## src/rtl/esn_pe_sequencer.sv

```systemverilog
`default_nettype none
// ============================================================================
//  Module   : esn_pe_sequencer
//  Brief    : Initiator for one 8-in/4-out processing element. Streams a
//             synapse set into the PE weight bus, latches the input-neuron
//             vector, runs the PE compute window and captures its result.
//  Revision : 1.0  initial release
// ============================================================================
module esn_pe_sequencer #(
    parameter int WORD_LEN = 16,
    parameter int NEU_IN   = 8,
    parameter int NEU_OUT  = 4,
    parameter int PE_LAT   = 2
) (
    input  logic                                clk,
    input  logic                                rst_n,
    input  logic                                start,
    input  logic                                reuse_w,
    input  logic [WORD_LEN*NEU_IN-1:0]          u_in,
    input  logic                                w_valid,
    input  logic [WORD_LEN-1:0]                 w_data,
    output logic                                w_ready,
    output logic [WORD_LEN*NEU_IN-1:0]          pe_data,
    output logic [WORD_LEN*NEU_IN*NEU_OUT-1:0]  pe_weight,
    output logic                                pe_ce,
    input  logic [WORD_LEN*NEU_OUT-1:0]         pe_q,
    output logic [WORD_LEN*NEU_OUT-1:0]         y_out,
    output logic                                y_valid,
    output logic                                busy
);

    localparam int N_W    = NEU_IN * NEU_OUT;
    localparam int WCNT_W = (N_W > 1) ? $clog2(N_W) : 1;
    localparam int LCNT_W = (PE_LAT > 1) ? $clog2(PE_LAT) : 1;

    typedef enum logic [1:0] {
        IDLE    = 2'd0,
        LOAD    = 2'd1,
        EXEC    = 2'd2,
        CAPTURE = 2'd3
    } state_t;

    state_t              state;
    state_t              state_nx;
    logic [WCNT_W-1:0]   wcnt;
    logic [LCNT_W-1:0]   lcnt;
    logic                w_accept;
    logic                w_last;
    logic                lat_last;

    assign w_accept = (state == LOAD) && w_valid;
    assign w_last   = (wcnt == WCNT_W'(N_W - 1));
    assign lat_last = (lcnt == LCNT_W'(PE_LAT - 1));

    // State register.
    always_ff @(posedge clk or negedge rst_n) begin
        if (!rst_n) begin
            state <= IDLE;
        end else begin
            state <= state_nx;
        end
    end

    // Next-state decode and state-derived handshake / PE control outputs.
    always_comb begin
        state_nx = state;
        w_ready  = 1'b0;
        pe_ce    = 1'b0;
        busy     = 1'b1;
        case (state)
            IDLE: begin
                busy = 1'b0;
                if (start) begin
                    state_nx = reuse_w ? EXEC : LOAD;
                end
            end
            LOAD: begin
                w_ready = 1'b1;
                if (w_valid && w_last) begin
                    state_nx = EXEC;
                end
            end
            EXEC: begin
                pe_ce = 1'b1;
                if (lat_last) begin
                    state_nx = CAPTURE;
                end
            end
            CAPTURE: begin
                // One extra enable so the PE output register takes the result.
                pe_ce    = 1'b1;
                state_nx = IDLE;
            end
            default: begin
                state_nx = IDLE;
            end
        endcase
    end

    // Datapath: vector latch, weight slice writes, counters and result capture.
    always_ff @(posedge clk or negedge rst_n) begin
        if (!rst_n) begin
            pe_data   <= '0;
            pe_weight <= '0;
            y_out     <= '0;
            y_valid   <= 1'b0;
            wcnt      <= '0;
            lcnt      <= '0;
        end else begin
            y_valid <= 1'b0;
            case (state)
                IDLE: begin
                    if (start) begin
                        pe_data <= u_in;
                        lcnt    <= '0;
                        if (!reuse_w) begin
                            wcnt <= '0;
                        end
                    end
                end
                LOAD: begin
                    if (w_accept) begin
                        // Word k lands in slice k; slices 0..NEU_IN-1 feed output 0.
                        for (int k = 0; k < N_W; k++) begin
                            if (wcnt == WCNT_W'(k)) begin
                                pe_weight[k*WORD_LEN +: WORD_LEN] <= w_data;
                            end
                        end
                        wcnt <= w_last ? '0 : wcnt + 1'b1;
                    end
                end
                EXEC: begin
                    lcnt <= lat_last ? '0 : lcnt + 1'b1;
                end
                CAPTURE: begin
                    y_out   <= pe_q;
                    y_valid <= 1'b1;
                end
                default: begin
                end
            endcase
        end
    end

endmodule
`default_nettype wire

```

## config.mk

```make
export PLATFORM = sky130hd
export DESIGN_NAME = esn_pe_sequencer
export DESIGN_NICKNAME = d
export VERILOG_FILES = /design/src/rtl/esn_pe_sequencer.sv
export SDC_FILE = /design/constraint.sdc
export NUM_CORES = 1
export LEC_CHECK = 0
export BUFFER_PORTS_ARGS = -buffer_cell sky130_fd_sc_hd__buf_2
export CAP_MARGIN = 20
export CORE_AREA = 3 3 352 354
export CTS_CLUSTER_DIAMETER = 30
export DETAILED_ROUTE_END_ITERATION = 16
export DIE_AREA = 0 0 355 357
export SLEW_MARGIN = 20
export SYNTH_ARGS = -nofsm -noshare
export SYNTH_HDL_FRONTEND = slang
export SYNTH_SLANG_ARGS = --single-unit
```

## constraint.sdc

```tcl
create_clock -name clk -period 3.03 [get_ports clk]
set_input_delay 0.606 -clock clk [delete_from_list [all_inputs] [get_ports clk]]
set_output_delay 0.606 -clock clk [all_outputs]
set_load 0.01 [all_outputs]
```

==> flow_summary.html, run 1 <==
<table>
<tr><th>Metric</th><th>Value</th></tr>
<tr><th colspan="2">Clock network</th></tr>
<tr><td>Maximum level of the CTS H-tree</td><td>4</td></tr>
<tr><td>Clock buffer depth</td><td>3</td></tr>
<tr><td>CTS sink cnt</td><td>713</td></tr>
<tr><td>Clock insertion delay at the later pin of the skew report</td><td>0.78 ns</td></tr>
<tr><td>Clk Tree Root Cell</td><td>clkbuf_16</td></tr>
<tr><td>Clk pin slew, worst setup/hold paths</td><td>0.05 ns</td></tr>
<tr><td>CTS tree</td><td>built</td></tr>
<tr><td>Post-CTS Repair Setup Buffers</td><td>0</td></tr>
<tr><td>Number of clock buffers inserted by TritonCTS</td><td>174</td></tr>
<tr><th colspan="2">Detailed routing</th></tr>
<tr><td>Total Routed Length</td><td>109000 microns</td></tr>
<tr><td>Via density</td><td>4.11</td></tr>
<tr><td>Remaining number of nets flagged by the antenna check after routing</td><td>0</td></tr>
<tr><td>First-pass DRT Iterations</td><td>6</td></tr>
<tr><td>DRC viols</td><td>0</td></tr>
<tr><td>Wirelength per Cell</td><td>23.5 microns</td></tr>
<tr><td>Count of routing violations after the opening detailed-route iteration</td><td>902</td></tr>
<tr><td>Total via count after detailed routing</td><td>18968</td></tr>
<tr><th colspan="2">Floorplan</th></tr>
<tr><td>Floorplan die width</td><td>355 microns</td></tr>
<tr><td>Chip Height</td><td>357 microns</td></tr>
<tr><td>Count of standard-cell rows</td><td>128</td></tr>
<tr><td>Starting utilization of the core area</td><td>0.222</td></tr>
<tr><td>I/O Pins</td><td>921</td></tr>
<tr><td>Area of the die</td><td>0.127 sq mm</td></tr>
<tr><td>Std-Cell Core Area</td><td>0.121 sq mm</td></tr>
<tr><th colspan="2">Yosys</th></tr>
<tr><td>Async set-reset flop share out of synthesis</td><td>1.00</td></tr>
<tr><td>Leading register cell type out of synthesis</td><td>dfrtp_1</td></tr>
<tr><td>Mean instance size in the synthesized netlist</td><td>16.5 sq um</td></tr>
<tr><td>Area of the mapped netlist</td><td>0.0270 sq mm</td></tr>
<tr><td>Sequential element share of the synthesized area</td><td>0.661</td></tr>
<tr><td>Synth top area cells</td><td>dfrtp_1, mux2_2, clkbuf_1, buf_2, ha_1</td></tr>
<tr><td>Number of warnings reported in the yosys synthesis log</td><td>0</td></tr>
<tr><td>Cell taking the most area after synthesis</td><td>dfrtp_1</td></tr>
<tr><td>Number of enable-type register cells in the synthesized netlist</td><td>0</td></tr>
<tr><td>Number of synthesized register bits</td><td>713</td></tr>
<tr><td>Post-Synthesis Net Count</td><td>1854</td></tr>
<tr><td>Portion of synthesized cell area occupied by the leading cell type</td><td>0.661</td></tr>
<tr><td>Count of unique library cells instantiated by Yosys</td><td>28</td></tr>
<tr><td>Synth Instances</td><td>1631</td></tr>
<tr><th colspan="2">STA</th></tr>
<tr><td>Achievable clock frequency</td><td>0.379 GHz</td></tr>
<tr><td>Setup repair after global routing missed its margin</td><td>false</td></tr>
<tr><td>Worst clock skew</td><td>0.0482 ns</td></tr>
<tr><td>Final worst-path cycle share</td><td>0.872</td></tr>
<tr><td>Max-slew headroom at the worst pin</td><td>0.317</td></tr>
<tr><td>Number of endpoints failing setup at the final stage</td><td>0</td></tr>
<tr><td>Hold violation count in the final report</td><td>0</td></tr>
<tr><td>Count of final max-slew check failures</td><td>0</td></tr>
<tr><td>Tmin final</td><td>2.64 ns</td></tr>
<tr><td>Summed negative setup slack over all endpoints</td><td>0 ns</td></tr>
<tr><td>Worst hold margin</td><td>0.107 ns</td></tr>
<tr><td>Slew of the pin with the lowest slew margin</td><td>1.02 ns</td></tr>
<tr><th colspan="2">Layout</th></tr>
<tr><td>Synthesis-to-layout area growth</td><td>54.6%</td></tr>
<tr><td>Layout cell share with drive strength beyond 1</td><td>0.688</td></tr>
<tr><td>Most common cell after layout, fill and taps aside</td><td>buf_2</td></tr>
<tr><td>Total number of nets in the final design</td><td>3053</td></tr>
<tr><td>Layout filler cell count</td><td>11939</td></tr>
<tr><td>Leading cell types in the layout, fill and taps excluded</td><td>buf_2, dfrtp_1, mux2_2, clkbuf_16, dlygate4sd3_1</td></tr>
<tr><th colspan="2">Setup path</th></tr>
<tr><td>Maximum fanout encountered on the critical timing path</td><td>12</td></tr>
<tr><td>Arrival time reported for the critical path endpoint</td><td>2.03 ns</td></tr>
<tr><td>Type of element capturing the critical path</td><td>output port</td></tr>
<tr><td>Required time of the worst setup path</td><td>2.42 ns</td></tr>
<tr><td>Crit path kind</td><td>reg2out</td></tr>
<tr><td>Startpoint Class</td><td>register</td></tr>
<tr><th colspan="2">Global routing</th></tr>
<tr><td>Initial antenna violation count</td><td>32</td></tr>
<tr><td>Overall track demand over capacity in global routing</td><td>0.167</td></tr>
<tr><td>Number of global-route vias before repair</td><td>20725</td></tr>
<tr><td>Total congestion overflow after global routing</td><td>0</td></tr>
<tr><td>Pin count of the biggest net entering global routing</td><td>74</td></tr>
<tr><td>Global-route wire length before repair</td><td>151000 microns</td></tr>
<tr><th colspan="2">Power</th></tr>
<tr><td>Power per cell area</td><td>971 mW/mm^2</td></tr>
<tr><td>Max VDD drop</td><td>0.701 mV</td></tr>
<tr><td>Static power due to leakage</td><td>0.0217 uW</td></tr>
<tr><th colspan="2">Placed design</th></tr>
<tr><td>Routability congestion estimate from global placement</td><td>0.809</td></tr>
<tr><td>HPWL reported at the end of detailed placement</td><td>78700 microns</td></tr>
<tr><td>Input/output buffers</td><td>920</td></tr>
<tr><th colspan="2">Worst hold path</th></tr>
<tr><td>Worst min path class</td><td>in2reg</td></tr>
<tr><th colspan="2">Run status</th></tr>
<tr><td>Run status</td><td>finished clean</td></tr>
<tr><th colspan="2">Job</th></tr>
<tr><td>Max cap viols</td><td>0</td></tr>
</table>
-- cell usage after synthesis, types with 3 or more instances --
cell type  number
dfrtp_1       713
nand2b_1        6
or3_1           3
nor2_2         19
buf_2          35
buf_4          10
inv_1          11
mux2i_1         6
nand3_1         3
nand4b_1        5
ha_1           10
mux2_2        705
a221oi_1        3
clkbuf_1       68
nor2_1          4
nor3_2          3
nand2_1         8
-- where the power goes --
part           internal [uW]  switching (uW)
logic                   3780            4220
clock network          13600            6140
registers              11700            1100
-- area by class of cell --
type                       count  area, sq um  share of cell area
multi-input combinational    792         8640               0.207
sequential                   713        17800               0.428
clock buffer                 212         4790               0.115
tap                         1625         2030              0.0487
clock inverter               113         1580              0.0378
antenna                       14         35.0            0.000840
timing repair buffer        1138         6760               0.162
inverter                      11         41.3            0.000990
-- metrics by stage --
stage          setup WS [ns]  power [uW]  std cells   util  area (sq um)
5_1_grt                0.253       42300       4614  0.344         41700
6_report               0.389       40500       4618  0.344         41700
4_1_cts                0.251       41000       4604  0.343         41700
2_1_floorplan          0.862       16700       1631      -         27000
3_3_place_gp           0.589       20600       4142  0.280         33900
3_5_place_dp           0.583       20800       4142  0.280         33900
-- kinds of logic after synthesis --
group,Yosys count,synth area share
adder cells (fa/ha/maj),10,0.00464
AND/OR/NAND/NOR,61,0.0143
AO/OA/AOI/OAI,10,0.00260
buffers and inverters,126,0.0205
flip-flops,713,0.661
multiplexers,711,0.297
-- layer usage --
metal,up-vias,routed length [microns],track usage
met1,9750,40200,0.185
met4,0,3660,0.0745
met5,-,0,0
met3,191,11200,0.0717
li1,8226,-,-
met2,801,53700,0.280
-- what timing repair did --
item / CTS / global route
resized for setup: 0 / 0
hold buffers: 137 / 0
hold endpoints to repair: 168 / 0
-- final timing paths --
path                       cells past startpoint                  startpoint                    endpoint  slack, ns
max                                            4        state[1]$_DFFE_PN0P_                     w_ready       0.39
min                                            2                    u_in[23]     pe_data[23]$_DFFE_PN0P_       0.11
max reg2reg                                    6         wcnt[2]$_DFFE_PN0P_  pe_weight[245]$_DFFE_PN0P_       0.63
min reg2reg                                    1  pe_weight[314]$_DFFE_PN0P_  pe_weight[314]$_DFFE_PN0P_       0.49
max in group asynchronous                      3                       rst_n  pe_weight[123]$_DFFE_PN0P_       1.63
min in group asynchronous                      2                       rst_n     pe_data[36]$_DFFE_PN0P_       0.46
-- sequential cells by signal, indices dropped and copies added (netlist names) --
name,flops
lat_last,1
pe_data,128
pe_weight,512
state,2
wcnt,5
y_out,64
y_valid,1
-- worst max-delay path, cell delays in order, from the launching register on --
cell	delay [ns]
dfrtp_1	0.40
inv_1	0.11
ha_1	0.33
buf_4	0.24
buf_2	0.19
Note: power is estimated with default switching activity, not from simulation.
==> run 2: changes to the inputs <==
Settings changed: PLACE_DENSITY_LB_ADDON set to 0.05, REMOVE_ABC_BUFFERS set to 1.
==> flow_summary.html, run 2 (synthesis results as in run 1) <==
<table>
<tr><th>Metric</th><th>Value</th></tr>
<tr><th colspan="2">Clock network</th></tr>
<tr><td>Number of clock buffers inserted by TritonCTS</td><td>204</td></tr>
<tr><td>CTS tree</td><td>built</td></tr>
<tr><td>Clk Tree Root Cell</td><td>clkbuf_16</td></tr>
<tr><td>Clk pin slew, worst setup/hold paths</td><td>0.04 ns</td></tr>
<tr><td>Clock insertion delay at the later pin of the skew report</td><td>0.77 ns</td></tr>
<tr><td>CTS sink cnt</td><td>713</td></tr>
<tr><td>Post-CTS Repair Setup Buffers</td><td>0</td></tr>
<tr><td>Maximum level of the CTS H-tree</td><td>4</td></tr>
<tr><td>Clock buffer depth</td><td>3</td></tr>
<tr><th colspan="2">Layout</th></tr>
<tr><td>Leading cell types in the layout, fill and taps excluded</td><td>buf_2, dfrtp_1, mux2_2, clkbuf_16, buf_4</td></tr>
<tr><td>Number of cells in the finished layout apart from fillers</td><td>4537</td></tr>
<tr><td>Synthesis-to-layout area growth</td><td>52.5%</td></tr>
<tr><td>Registers with the highest flip-flop counts</td><td>pe_weight (512), pe_data (128), y_out (64)</td></tr>
<tr><td>Total number of nets in the final design</td><td>2960</td></tr>
<tr><td>Multi-input logic area</td><td>0.00861 sq mm</td></tr>
<tr><td>Layout filler cell count</td><td>12194</td></tr>
<tr><td>Layout cell share with drive strength beyond 1</td><td>0.718</td></tr>
<tr><td>Max reg flops</td><td>512</td></tr>
<tr><td>Largest reg by FF count</td><td>pe_weight</td></tr>
<tr><td>Area of all sequential standard cells</td><td>0.0178 sq mm</td></tr>
<tr><td>Most common cell after layout, fill and taps aside</td><td>buf_2</td></tr>
<tr><th colspan="2">STA</th></tr>
<tr><td>Summed negative setup slack over all endpoints</td><td>0 ns</td></tr>
<tr><td>Hold violation count in the final report</td><td>0</td></tr>
<tr><td>Achievable clock frequency</td><td>0.355 GHz</td></tr>
<tr><td>Worst clock skew</td><td>0.0392 ns</td></tr>
<tr><td>Count of final max-slew check failures</td><td>0</td></tr>
<tr><td>Number of endpoints failing setup at the final stage</td><td>0</td></tr>
<tr><td>Setup repair after global routing missed its margin</td><td>false</td></tr>
<tr><td>Tmin final</td><td>2.82 ns</td></tr>
<tr><td>Slew of the pin with the lowest slew margin</td><td>1.10 ns</td></tr>
<tr><td>Max-slew headroom at the worst pin</td><td>0.269</td></tr>
<tr><td>Worst hold margin</td><td>0.0732 ns</td></tr>
<tr><td>Final worst-path cycle share</td><td>0.930</td></tr>
<tr><th colspan="2">Power</th></tr>
<tr><td>Max VDD drop</td><td>0.521 mV</td></tr>
<tr><td>Static power due to leakage</td><td>0.0217 uW</td></tr>
<tr><td>Power per cell area</td><td>1020 mW/mm^2</td></tr>
<tr><th colspan="2">Global routing</th></tr>
<tr><td>Global-route wire length before repair</td><td>162000 microns</td></tr>
<tr><td>Total congestion overflow after global routing</td><td>0</td></tr>
<tr><td>Initial antenna violation count</td><td>44</td></tr>
<tr><td>Number of global-route vias before repair</td><td>20661</td></tr>
<tr><td>Pin count of the biggest net entering global routing</td><td>78</td></tr>
<tr><td>Overall track demand over capacity in global routing</td><td>0.180</td></tr>
<tr><th colspan="2">Setup path</th></tr>
<tr><td>Master of the slowest instance on the critical path</td><td>ha_1</td></tr>
<tr><td>Maximum fanout encountered on the critical timing path</td><td>18</td></tr>
<tr><td>Required time of the worst setup path</td><td>2.42 ns</td></tr>
<tr><td>Largest delay contributor family on the critical path</td><td>adder cells</td></tr>
<tr><td>Worst stage delay on the critical path</td><td>0.63 ns</td></tr>
<tr><td>Worst path cell trace</td><td>inv_1, ha_1, buf_2</td></tr>
<tr><td>Startpoint Class</td><td>register</td></tr>
<tr><td>Arrival time reported for the critical path endpoint</td><td>2.21 ns</td></tr>
<tr><td>Type of element capturing the critical path</td><td>output port</td></tr>
<tr><td>Count of buffer and inverter cells on the critical path</td><td>2</td></tr>
<tr><td>Crit path kind</td><td>reg2out</td></tr>
<tr><td>Minimum setup slack among reg-to-reg paths</td><td>0.34 ns</td></tr>
<tr><th colspan="2">Job</th></tr>
<tr><td>Max cap viols</td><td>0</td></tr>
<tr><th colspan="2">Detailed routing</th></tr>
<tr><td>Total Routed Length</td><td>117000 microns</td></tr>
<tr><td>DRC viols</td><td>0</td></tr>
<tr><td>Via density</td><td>4.16</td></tr>
<tr><td>Total via count after detailed routing</td><td>18886</td></tr>
<tr><td>Remaining number of nets flagged by the antenna check after routing</td><td>0</td></tr>
<tr><td>Wirelength per Cell</td><td>25.8 microns</td></tr>
<tr><td>Count of routing violations after the opening detailed-route iteration</td><td>750</td></tr>
<tr><td>First-pass DRT Iterations</td><td>4</td></tr>
<tr><th colspan="2">Floorplan</th></tr>
<tr><td>Floorplan die width</td><td>355 microns</td></tr>
<tr><td>Chip Height</td><td>357 microns</td></tr>
<tr><td>Area of the die</td><td>0.127 sq mm</td></tr>
<tr><td>Starting utilization of the core area</td><td>0.222</td></tr>
<tr><td>Std-Cell Core Area</td><td>0.121 sq mm</td></tr>
<tr><td>Count of standard-cell rows</td><td>128</td></tr>
<tr><td>I/O Pins</td><td>921</td></tr>
<tr><th colspan="2">Placed design</th></tr>
<tr><td>Input/output buffers</td><td>920</td></tr>
<tr><td>Routability congestion estimate from global placement</td><td>0.786</td></tr>
<tr><td>Inst Count DP</td><td>4150</td></tr>
<tr><td>HPWL reported at the end of detailed placement</td><td>84700 microns</td></tr>
<tr><th colspan="2">Worst hold path</th></tr>
<tr><td>Worst min path class</td><td>in2reg</td></tr>
<tr><th colspan="2">Run status</th></tr>
<tr><td>Run status</td><td>finished clean</td></tr>
</table>
==> run 2: per-stage QoR <==
stage	utilization	power, uW	cell area [sq um]	setup slack (ns)
6_report	0.339	41900	41100	0.212
5_1_grt	0.339	43800	41100	0.0835
4_1_cts	0.339	42600	41100	0.141
3_5_place_dp	0.280	20900	34000	0.256
3_3_place_gp	0.280	20900	34000	0.277
2_1_floorplan	-	16700	26500	-1.02
==> run 2: worst paths after layout <==
path | to | from | cells past startpoint
setup / recovery | w_ready | state[1]$_DFFE_PN0P_ | 3
min in group asynchronous | pe_weight[244]$_DFFE_PN0P_ | rst_n | 2
hold reg to reg | pe_data[60]$_DFFE_PN0P_ | pe_data[60]$_DFFE_PN0P_ | 1
setup reg to reg | pe_weight[1]$_DFFE_PN0P_ | state[1]$_DFFE_PN0P_ | 6
max in group asynchronous | y_out[21]$_DFFE_PN0P_ | rst_n | 4
hold / removal | pe_data[72]$_DFFE_PN0P_ | u_in[72] | 2
==> run 2: power breakdown <==
| group | internal [uW] | leakage (uW) | switching (uW) |
|---|---|---|---|
| logic | 3670 | 0.00873 | 4200 |
| clock network | 15100 | 0.00349 | 6210 |
| registers | 11700 | 0.00944 | 1070 |
| total | 30400 | 0.0217 | 11500 |
==> run 2: area by class of cell <==
class | count | share of cell area
Timing Repair Buffer | 1015 | 0.135
Antenna cell | 5 | 0.000304
Clock inverter | 73 | 0.0207
Multi-Input combinational cell | 792 | 0.209
Inverter | 11 | 0.00100
Clock buffer | 303 | 0.150
Tap cell | 1625 | 0.0494
Sequential cell | 713 | 0.434
==> run 2: what timing repair did <==
action / 4_1_cts / 5_1_grt
resized for setup: 0 / 0
hold buffers: 6 / 0
endpoints found under the hold margin: 36 / 0
==> run 2: per-layer routing <==
layer,global-route usage,share of wire,up-vias
met5,0,0.0018,-
met4,0.0474,0.020,28
met3,0.0753,0.089,216
met2,0.315,0.51,790
met1,0.201,0.38,9823
li1,-,-,8029
